$ cat config.mk
export PLATFORM = sky130hd
export DESIGN_NAME = lsu_mem_port_flat
export DESIGN_NICKNAME = d
export VERILOG_FILES = /design/src/rtl/lsu_pkg.sv /design/src/rtl/lsu_mem_port_if.sv /design/src/rtl/lsu_align.sv /design/src/rtl/lsu_mem_port.sv /design/src/flat_wrapper.sv
export SDC_FILE = /design/constraint.sdc
export NUM_CORES = 1
export LEC_CHECK = 0
export CAP_MARGIN = 25
export CORE_UTILIZATION = 51
export DETAILED_ROUTE_END_ITERATION = 8
export GPL_TIMING_DRIVEN = 1
export PLACE_DENSITY = 0.87
export SLEW_MARGIN = 20
export SYNTH_ARGS = -nofsm -noshare
export SYNTH_HDL_FRONTEND = slang
export SYNTH_HIERARCHICAL = 1
export SYNTH_SLANG_ARGS = --single-unit
$ cat constraint.sdc
create_clock -name clk -period 6.3 [get_ports clk]
set_clock_uncertainty 0.1 [all_clocks]
set_input_delay 1.26 -clock clk [delete_from_list [all_inputs] [get_ports clk]]
set_output_delay 1.26 -clock clk [all_outputs]
set_load 0.01 [all_outputs]
$ cat src/rtl/lsu_pkg.sv
`default_nettype none
// ============================================================================
//  Module      : lsu_pkg
//  Description : Shared types and constants for the load/store memory port.
//  Revision    : 1.0 - initial release
// ============================================================================
package lsu_pkg;

    // Bit positions inside rw_type = {u, w, h, b}
    localparam int RW_U = 3;
    localparam int RW_W = 2;
    localparam int RW_H = 1;
    localparam int RW_B = 0;

    typedef enum logic [1:0] {
        ST_IDLE = 2'd0,
        ST_REQ  = 2'd1,
        ST_WAIT = 2'd2,
        ST_DONE = 2'd3
    } lsu_state_t;

    localparam logic [1:0] ERR_NONE     = 2'b00;
    localparam logic [1:0] ERR_MISALIGN = 2'b01;
    localparam logic [1:0] ERR_ILLEGAL  = 2'b10;
    localparam logic [1:0] ERR_TIMEOUT  = 2'b11;

    function automatic logic size_onehot(input logic [3:0] rw_type);
        return ($countones({rw_type[RW_W], rw_type[RW_H], rw_type[RW_B]}) == 1);
    endfunction

endpackage

`default_nettype wire

$ cat src/rtl/lsu_mem_port_if.sv
`default_nettype none
// ============================================================================
//  Module      : lsu_mem_port_if
//  Description : Word-aligned data bus between the LSU and data memory.
//  Revision    : 1.0 - initial release
// ============================================================================
interface lsu_mem_port_if;

    logic        bus_req;
    logic        bus_we;
    logic [31:0] bus_addr;
    logic [3:0]  bus_be;
    logic [31:0] bus_wdata;
    logic        bus_gnt;
    logic        bus_rvalid;
    logic [31:0] bus_rdata;

    modport master (
        output bus_req, bus_we, bus_addr, bus_be, bus_wdata,
        input  bus_gnt, bus_rvalid, bus_rdata
    );

    modport slave (
        input  bus_req, bus_we, bus_addr, bus_be, bus_wdata,
        output bus_gnt, bus_rvalid, bus_rdata
    );

endinterface

`default_nettype wire

$ cat src/rtl/lsu_align.sv
`default_nettype none
// ============================================================================
//  Module      : lsu_align
//  Description : Byte-lane steering: store enables/shift, load extract/extend.
//  Revision    : 1.0 - initial release
// ============================================================================
module lsu_align
    import lsu_pkg::*;
(
    input  wire logic [1:0]  i_off,
    input  wire logic [3:0]  i_rw_type,
    input  wire logic [31:0] i_wdata,
    input  wire logic [31:0] i_rdata,
    output logic      [3:0]  o_be,
    output logic      [31:0] o_wdata_sh,
    output logic             o_misalign,
    output logic      [31:0] o_rdata_ext
);

    logic [31:0] w_rdata_sh;
    logic        w_sext;

    always_comb begin
        o_be        = 4'b0000;
        o_wdata_sh  = i_wdata << {i_off, 3'b000};
        o_misalign  = (i_rw_type[RW_H] & i_off[0]) |
                      (i_rw_type[RW_W] & (i_off != 2'b00));
        w_rdata_sh  = i_rdata >> {i_off, 3'b000};
        w_sext      = ~i_rw_type[RW_U];
        o_rdata_ext = w_rdata_sh;

        if (i_rw_type[RW_B]) begin
            o_be        = 4'b0001 << i_off;
            o_rdata_ext = {{24{w_sext & w_rdata_sh[7]}}, w_rdata_sh[7:0]};
        end else if (i_rw_type[RW_H]) begin
            o_be        = 4'b0011 << i_off;
            o_rdata_ext = {{16{w_sext & w_rdata_sh[15]}}, w_rdata_sh[15:0]};
        end else if (i_rw_type[RW_W]) begin
            // Aligned word: offset is zero, so the shifted value is the raw word
            o_be        = 4'b1111;
        end
    end

endmodule

`default_nettype wire

$ cat src/rtl/lsu_mem_port.sv
`default_nettype none
// ============================================================================
//  Module      : lsu_mem_port
//  Description : Load/store unit front end: one access in flight on the bus.
//  Revision    : 1.0 - initial release
// ============================================================================
module lsu_mem_port
    import lsu_pkg::*;
#(
    parameter int TIMEOUT_CYCLES = 256,
    parameter int TO_W           = $clog2(TIMEOUT_CYCLES + 1)
) (
    input  wire logic        clk,
    input  wire logic        rst,
    input  wire logic        req_valid,
    output logic             req_ready,
    input  wire logic        mem_wen,
    input  wire logic        mem_ren,
    input  wire logic [3:0]  rw_type,
    input  wire logic [31:0] addr,
    input  wire logic [31:0] wdata,
    input  wire logic [4:0]  rd_in,
    lsu_mem_port_if.master   bus,
    output logic             resp_valid,
    output logic      [31:0] resp_rdata,
    output logic      [4:0]  resp_rd,
    output logic             err_valid,
    output logic      [1:0]  err_code
);

    lsu_state_t  r_state;
    lsu_state_t  w_state_next;

    logic [31:0] r_addr;
    logic [3:0]  r_be;
    logic [31:0] r_wdata;
    logic        r_we;
    logic [3:0]  r_type;
    logic [4:0]  r_rd;
    logic [31:0] r_rdata;
    logic [TO_W-1:0] r_cnt;
    logic        r_err_valid;
    logic [1:0]  r_err_code;

    logic        w_accept;
    logic        w_illegal;
    logic        w_timeout;
    logic        w_err_set;
    logic [1:0]  w_err_code;
    logic [1:0]  w_off;
    logic [3:0]  w_type;
    logic [3:0]  w_be;
    logic [31:0] w_wdata_sh;
    logic        w_misalign;
    logic [31:0] w_ld_data;

    assign w_accept  = (r_state == ST_IDLE) & req_valid & (mem_wen | mem_ren);
    assign w_illegal = (mem_wen & mem_ren) | ~size_onehot(rw_type) |
                       (rw_type[RW_U] & (rw_type[RW_W] | mem_wen));
    // Error pulse lands TIMEOUT_CYCLES cycles after the gnt cycle
    assign w_timeout = (r_cnt == TO_W'(TIMEOUT_CYCLES - 2));

    // Incoming access is steered while idle, the held one afterwards
    assign w_off  = (r_state == ST_IDLE) ? addr[1:0] : r_addr[1:0];
    assign w_type = (r_state == ST_IDLE) ? rw_type   : r_type;

    lsu_align u_align (
        .i_off       (w_off),
        .i_rw_type   (w_type),
        .i_wdata     (wdata),
        .i_rdata     (bus.bus_rdata),
        .o_be        (w_be),
        .o_wdata_sh  (w_wdata_sh),
        .o_misalign  (w_misalign),
        .o_rdata_ext (w_ld_data)
    );

    always_ff @(posedge clk) begin
        if (rst) begin
            r_state <= ST_IDLE;
        end else begin
            r_state <= w_state_next;
        end
    end

    always_comb begin
        w_state_next = r_state;
        w_err_set    = 1'b0;
        w_err_code   = ERR_NONE;
        case (r_state)
            ST_IDLE: begin
                if (w_accept) begin
                    if (w_illegal) begin
                        w_err_set  = 1'b1;
                        w_err_code = ERR_ILLEGAL;
                    end else if (w_misalign) begin
                        w_err_set  = 1'b1;
                        w_err_code = ERR_MISALIGN;
                    end else begin
                        w_state_next = ST_REQ;
                    end
                end
            end
            ST_REQ: begin
                if (bus.bus_gnt) begin
                    w_state_next = r_we ? ST_DONE : ST_WAIT;
                end
            end
            ST_WAIT: begin
                if (bus.bus_rvalid) begin
                    w_state_next = ST_DONE;
                end else if (w_timeout) begin
                    w_state_next = ST_IDLE;
                    w_err_set    = 1'b1;
                    w_err_code   = ERR_TIMEOUT;
                end
            end
            ST_DONE: begin
                w_state_next = ST_IDLE;
            end
            default: begin
                w_state_next = ST_IDLE;
            end
        endcase
    end

    always_ff @(posedge clk) begin
        if (rst) begin
            r_addr      <= '0;
            r_be        <= '0;
            r_wdata     <= '0;
            r_we        <= 1'b0;
            r_type      <= '0;
            r_rd        <= '0;
            r_rdata     <= '0;
            r_cnt       <= '0;
            r_err_valid <= 1'b0;
            r_err_code  <= ERR_NONE;
        end else begin
            r_err_valid <= w_err_set;
            r_err_code  <= w_err_code;
            if ((r_state == ST_IDLE) && (w_state_next == ST_REQ)) begin
                r_addr  <= addr;
                r_be    <= w_be;
                r_wdata <= w_wdata_sh;
                r_we    <= mem_wen;
                r_type  <= rw_type;
                r_rd    <= mem_wen ? 5'd0 : rd_in;
                r_rdata <= '0;
            end
            if ((r_state == ST_REQ) && bus.bus_gnt) begin
                r_cnt <= '0;
            end
            if (r_state == ST_WAIT) begin
                r_cnt <= r_cnt + TO_W'(1);
                if (bus.bus_rvalid) begin
                    r_rdata <= w_ld_data;
                end
            end
        end
    end

    always_comb begin
        req_ready      = (r_state == ST_IDLE);
        bus.bus_req    = 1'b0;
        bus.bus_we     = 1'b0;
        bus.bus_addr   = '0;
        bus.bus_be     = '0;
        bus.bus_wdata  = '0;
        resp_valid     = 1'b0;
        resp_rdata     = '0;
        resp_rd        = '0;
        err_valid      = r_err_valid;
        err_code       = r_err_code;
        if (r_state == ST_REQ) begin
            bus.bus_req   = 1'b1;
            bus.bus_we    = r_we;
            bus.bus_addr  = {r_addr[31:2], 2'b00};
            bus.bus_be    = r_be;
            bus.bus_wdata = r_wdata;
        end
        if (r_state == ST_DONE) begin
            resp_valid = 1'b1;
            resp_rdata = r_rdata;
            resp_rd    = r_rd;
        end
    end

endmodule

`default_nettype wire
$ cat src/flat_wrapper.sv
// flat-port wrapper written by rule: the top's interface ports become plain ports
module lsu_mem_port_flat import lsu_pkg::*;
#(
    parameter int TIMEOUT_CYCLES = 256,
    parameter int TO_W           = $clog2(TIMEOUT_CYCLES + 1)
)
  (clk, rst, req_valid, req_ready, mem_wen, mem_ren, rw_type, addr, wdata, rd_in, resp_valid, resp_rdata, resp_rd, err_valid, err_code, bus_bus_req, bus_bus_we, bus_bus_addr, bus_bus_be, bus_bus_wdata, bus_bus_gnt, bus_bus_rvalid, bus_bus_rdata);
  lsu_mem_port_if bus_i ();
  input  wire logic clk;
  input  wire logic rst;
  input  wire logic req_valid;
  output logic req_ready;
  input  wire logic mem_wen;
  input  wire logic mem_ren;
  input  wire logic [3:0] rw_type;
  input  wire logic [31:0] addr;
  input  wire logic [31:0] wdata;
  input  wire logic [4:0] rd_in;
  output logic resp_valid;
  output logic      [31:0] resp_rdata;
  output logic      [4:0] resp_rd;
  output logic err_valid;
  output logic      [1:0] err_code;
  output wire logic [$bits(bus_i.bus_req)-1:0] bus_bus_req;
  output wire logic [$bits(bus_i.bus_we)-1:0] bus_bus_we;
  output wire logic [$bits(bus_i.bus_addr)-1:0] bus_bus_addr;
  output wire logic [$bits(bus_i.bus_be)-1:0] bus_bus_be;
  output wire logic [$bits(bus_i.bus_wdata)-1:0] bus_bus_wdata;
  input wire logic [$bits(bus_i.bus_gnt)-1:0] bus_bus_gnt;
  input wire logic [$bits(bus_i.bus_rvalid)-1:0] bus_bus_rvalid;
  input wire logic [$bits(bus_i.bus_rdata)-1:0] bus_bus_rdata;
  assign bus_bus_req = bus_i.bus_req;
  assign bus_bus_we = bus_i.bus_we;
  assign bus_bus_addr = bus_i.bus_addr;
  assign bus_bus_be = bus_i.bus_be;
  assign bus_bus_wdata = bus_i.bus_wdata;
  assign bus_i.bus_gnt = bus_bus_gnt;
  assign bus_i.bus_rvalid = bus_bus_rvalid;
  assign bus_i.bus_rdata = bus_bus_rdata;
  lsu_mem_port #(.TIMEOUT_CYCLES(TIMEOUT_CYCLES), .TO_W(TO_W)) u_core (.clk(clk), .rst(rst), .req_valid(req_valid), .req_ready(req_ready), .mem_wen(mem_wen), .mem_ren(mem_ren), .rw_type(rw_type), .addr(addr), .wdata(wdata), .rd_in(rd_in), .bus(bus_i), .resp_valid(resp_valid), .resp_rdata(resp_rdata), .resp_rd(resp_rd), .err_valid(err_valid), .err_code(err_code));
endmodule
==> impl_summary.log <==
[metrics] status: complete, no violations
[metrics] class of the most critical setup path: reg -> out
[metrics] overall routing resource usage: 0.307
[metrics] busiest layer in global routing: met2
[metrics] synthesized netlist cell count: 879
[metrics] layout cells sized above 1: 0.0658
[metrics] f_max: 0.210 GHz
[metrics] fraction of met2 tracks used by global routing: 0.491
[metrics] max-slew violation count: 0
[metrics] CP Launch Type: flip-flop
[metrics] post-synth top area share: 0.359
[metrics] Resized Gates After CTS: 0
[metrics] critical path's largest stage delay: 880 ps
[metrics] Chip Width: 119 um
[metrics] met3 capacity usage during global routing: 0.0777
[metrics] buffers inserted by post-CTS timing repair: 0
[metrics] most frequent cell on the critical path: sky130_fd_sc_hd__buf_4
[metrics] Arr. time, crit path: 3400 ps
[metrics] count of TritonRoute iterations in the first routing pass: 5
[metrics] largest net degree at the start of global routing: 94
[metrics] crit path max fanout: 49
[metrics] wire length of the first global-routing pass: 34.6 mm
[metrics] actual transition at the worst max-transition pin: 1000 ps
[metrics] clock tree from TritonCTS: built
[metrics] final hold vios: 0
[metrics] clock network fraction of design power: 0.464
[metrics] clock sink total: 124
[metrics] launch point of the worst path: u_core/r_state[0]$_SDFF_PP0_
[metrics] layout filler cell count: 1040
[metrics] number of maximum-capacitance violations: 0
[metrics] worst rel slew slack: 0.334
[metrics] Post-CTS Hold Fix Bufs: 0
[metrics] remaining global-route overflow: 0
[metrics] standard cell with the maximum stage delay on the critical path: sky130_fd_sc_hd__dfxtp_1
[metrics] number of unique standard cell types used by synthesis: 54
[metrics] number of synthesis warnings: 6
[metrics] most area-consuming cells after synthesis: sky130_fd_sc_hd__dfxtp_1 (36%), sky130_fd_sc_hd__a21oi_1 (8.7%), sky130_fd_sc_hd__and2_1 (6.9%)
[metrics] ys async rst share: 0
[metrics] number of nets in the final layout: 1156
[metrics] Power Internal: 0.00154 W
[metrics] cell breakdown of the critical path: buf_4, nor2b_4, buf_4, and2_1, clkdlybuf4s50_1
[metrics] clk slew on worst S/H paths: 50 ps
[metrics] number of setup violations in the final report: 0
[metrics] DRT antenna net count: 0
[metrics] flop-to-flop setup slack: 1950 ps
[metrics] final worst path period need: 4760 ps
[metrics] half-perimeter wire length after detailed placement: 13.9 mm
[metrics] endpoint type of the worst setup path: output pin
[metrics] Area growth, synth to finish: 38.7%
[metrics] netlist area before placement: 0.00692 mm^2
[metrics] drt first-iter violations: 819
[metrics] unrepaired setup endpoints after global routing: false
[metrics] via count of the first global-routing pass: 6889
[metrics] cell taking the most area after synthesis: sky130_fd_sc_hd__dfxtp_1
[metrics] combinational power share: 0.148
[metrics] count of buffers inserted at the top-level ports: 221
[metrics] total number of H-tree levels: 4
[metrics] FP Rows: 42
[metrics] Die H: 119 um
[metrics] Leakage Power: 3.50 nW
[metrics] root buffer cell: sky130_fd_sc_hd__clkbuf_16
[metrics] source-to-sink clock delay at the later pin of the worst-skew pair: 410 ps
[metrics] # diodes: 0
[metrics] number of synthesized flops with an enable pin: 0
[metrics] proportion of total power due to net switching: 0.251
[metrics] weighted congestion reported at the end of routability-driven placement: 0.966
[metrics] Post-synth top cells: sky130_fd_sc_hd__dfxtp_1 (124), sky130_fd_sc_hd__a21oi_1 (120), sky130_fd_sc_hd__o21ai_0 (92)
[metrics] final wirelength: 21.7 mm
[metrics] cts bufs inserted: 17
[metrics] start of the worst register-to-register path: u_core/r_state[0]$_SDFF_PP0_
[metrics] routed vias/inst: 5.89
[metrics] Mean Syn Cell Area: 7.88 um^2
[metrics] Power Total: 0.00206 W
[metrics] detailed-route DRC error count: 0
[metrics] aggregate negative setup slack: 0 ps
[metrics] initial cell density of the core: 0.523
[metrics] count of pins on the block boundary: 224
[metrics] met1 layer usage reported by global route: 0.378
[metrics] period utilization: 0.756
[metrics] Peak VDD IR: 0.000166 V
[metrics] required time of the critical path: 4940 ps
[metrics] path category of the worst min-delay check: reg -> reg
[metrics] average wire per standard cell: 17.7 um
[metrics] start point of the worst min-delay path: u_core/r_rdata[6]$_SDFF_PP0_
[metrics] flip-flop and latch count after synthesis: 124
[metrics] total number of vias: 7214
[metrics] most common cell in the netlist: sky130_fd_sc_hd__dfxtp_1
[metrics] antenna violations before repair: 0
[metrics] ratio of total power to cell area: 214 mW/mm^2
[metrics] Core Region: 0.0132 mm^2
[metrics] DIE AREA: 0.0140 mm^2
[metrics] Post-synth top flop: sky130_fd_sc_hd__dfxtp_1
[metrics] Seq/Total Area, Yosys: 0.359
[metrics] Reg power frac: 0.388
[metrics] switching power total: 0.000518 W
[metrics] Max Root-Sink Buffers: 2
metal layers:
| metal | vias up | routed length (um) |
|---|---|---|
| met1 | 3365 | 9010 |
| met5 | - | 0 |
| met4 | 0 | 743 |
| met3 | 53 | 1710 |
| li1 | 3434 | - |
| met2 | 362 | 10200 |
power by group through the flow:
stage	combinational [W]	clock (W)	sequential, W
global placement	0.000292	0	0.000816
detailed placement	0.000297	0	0.000816
global route	0.000328	0.000999	0.000800
CTS	0.000299	0.000965	0.000800
finish	0.000305	0.000955	0.000800
floorplan	0.000184	0	0.000815
per-stage QoR:
stage / hold WS [ps] / setup WS [ps] / cells / cell area [um^2] / util
2_1_floorplan: 335 / 2690 / 880 / 6930 / -
3_5_place_dp: 350 / 1520 / 1194 / 9030 / 0.682
5_1_grt: 382 / 1380 / 1225 / 9610 / 0.725
4_1_cts: 368 / 1590 / 1225 / 9610 / 0.725
6_report: 366 / 1540 / 1225 / 9610 / 0.725
3_3_place_gp: 352 / 1650 / 1194 / 9020 / 0.682
path summary, 6_finish.rpt:
check / endpoint / cells past startpoint
worst max-delay path: bus_bus_wdata[30] / 5
worst min register to register: u_core/r_rdata[6]$_SDFF_PP0_ / 1
worst min-delay path: u_core/r_rdata[6]$_SDFF_PP0_ / 1
worst max register to register: u_core/r_rd[1]$_SDFFE_PP0P_ / 10
critical path: cells and delay by family, from the launching register on:
kind / cells / cell delay [ps]
buffers and inverters: 3 / 1480
AND/OR/NAND/NOR: 2 / 630
flip-flops: 1 / 880
sequential cells by signal, indices dropped and copies added (netlist names):
signal            cells
u_core/r_state        2
u_core/r_addr        32
u_core/err_code       2
u_core/r_rd           5
u_core/r_we           1
u_core/r_wdata       32
u_core/r_type         4
u_core/r_be           4
u_core/r_cnt          9
u_core/r_rdata       32
u_core/err_valid      1
cells by family (layout without fill, tap and decap cells):
family	count (synthesis)	count (layout)	share of synthesized area
adders and majority gates	7	7	0.0137
xor gates and xnor gates	1	1	0.00127
and+or+nand+nor	314	314	0.246
buffers and inverters	102	271	0.0692
other	1	2	0.000542
AOI/OAI and AO/OA	287	287	0.245
muxes	43	43	0.0658
DFF	124	124	0.359
cell usage in the layout, fill, tap and decap left out, drive strengths merged, types with 23 or more instances in the layout:
cell,n
clkdlybuf4s50,220
dfxtp,124
a21oi,121
o21ai,96
nand3,77
and2,76
nor2,40
nand2,39
and3,37
a22o,32
mux2i,26
clkbuf,24
a211oi,23
layout make-up:
class,count,area [um^2],share of cell area
multi-input combinational,654,4010,0.417
clock buffer,24,492,0.0512
sequential,124,2480,0.258
clock inverter,7,87.6,0.00912
timing repair buffer,231,2280,0.238
tap,176,220,0.0229
inverter,9,33.8,0.00352
No activity file was read; power rests on OpenSTA's default activity.
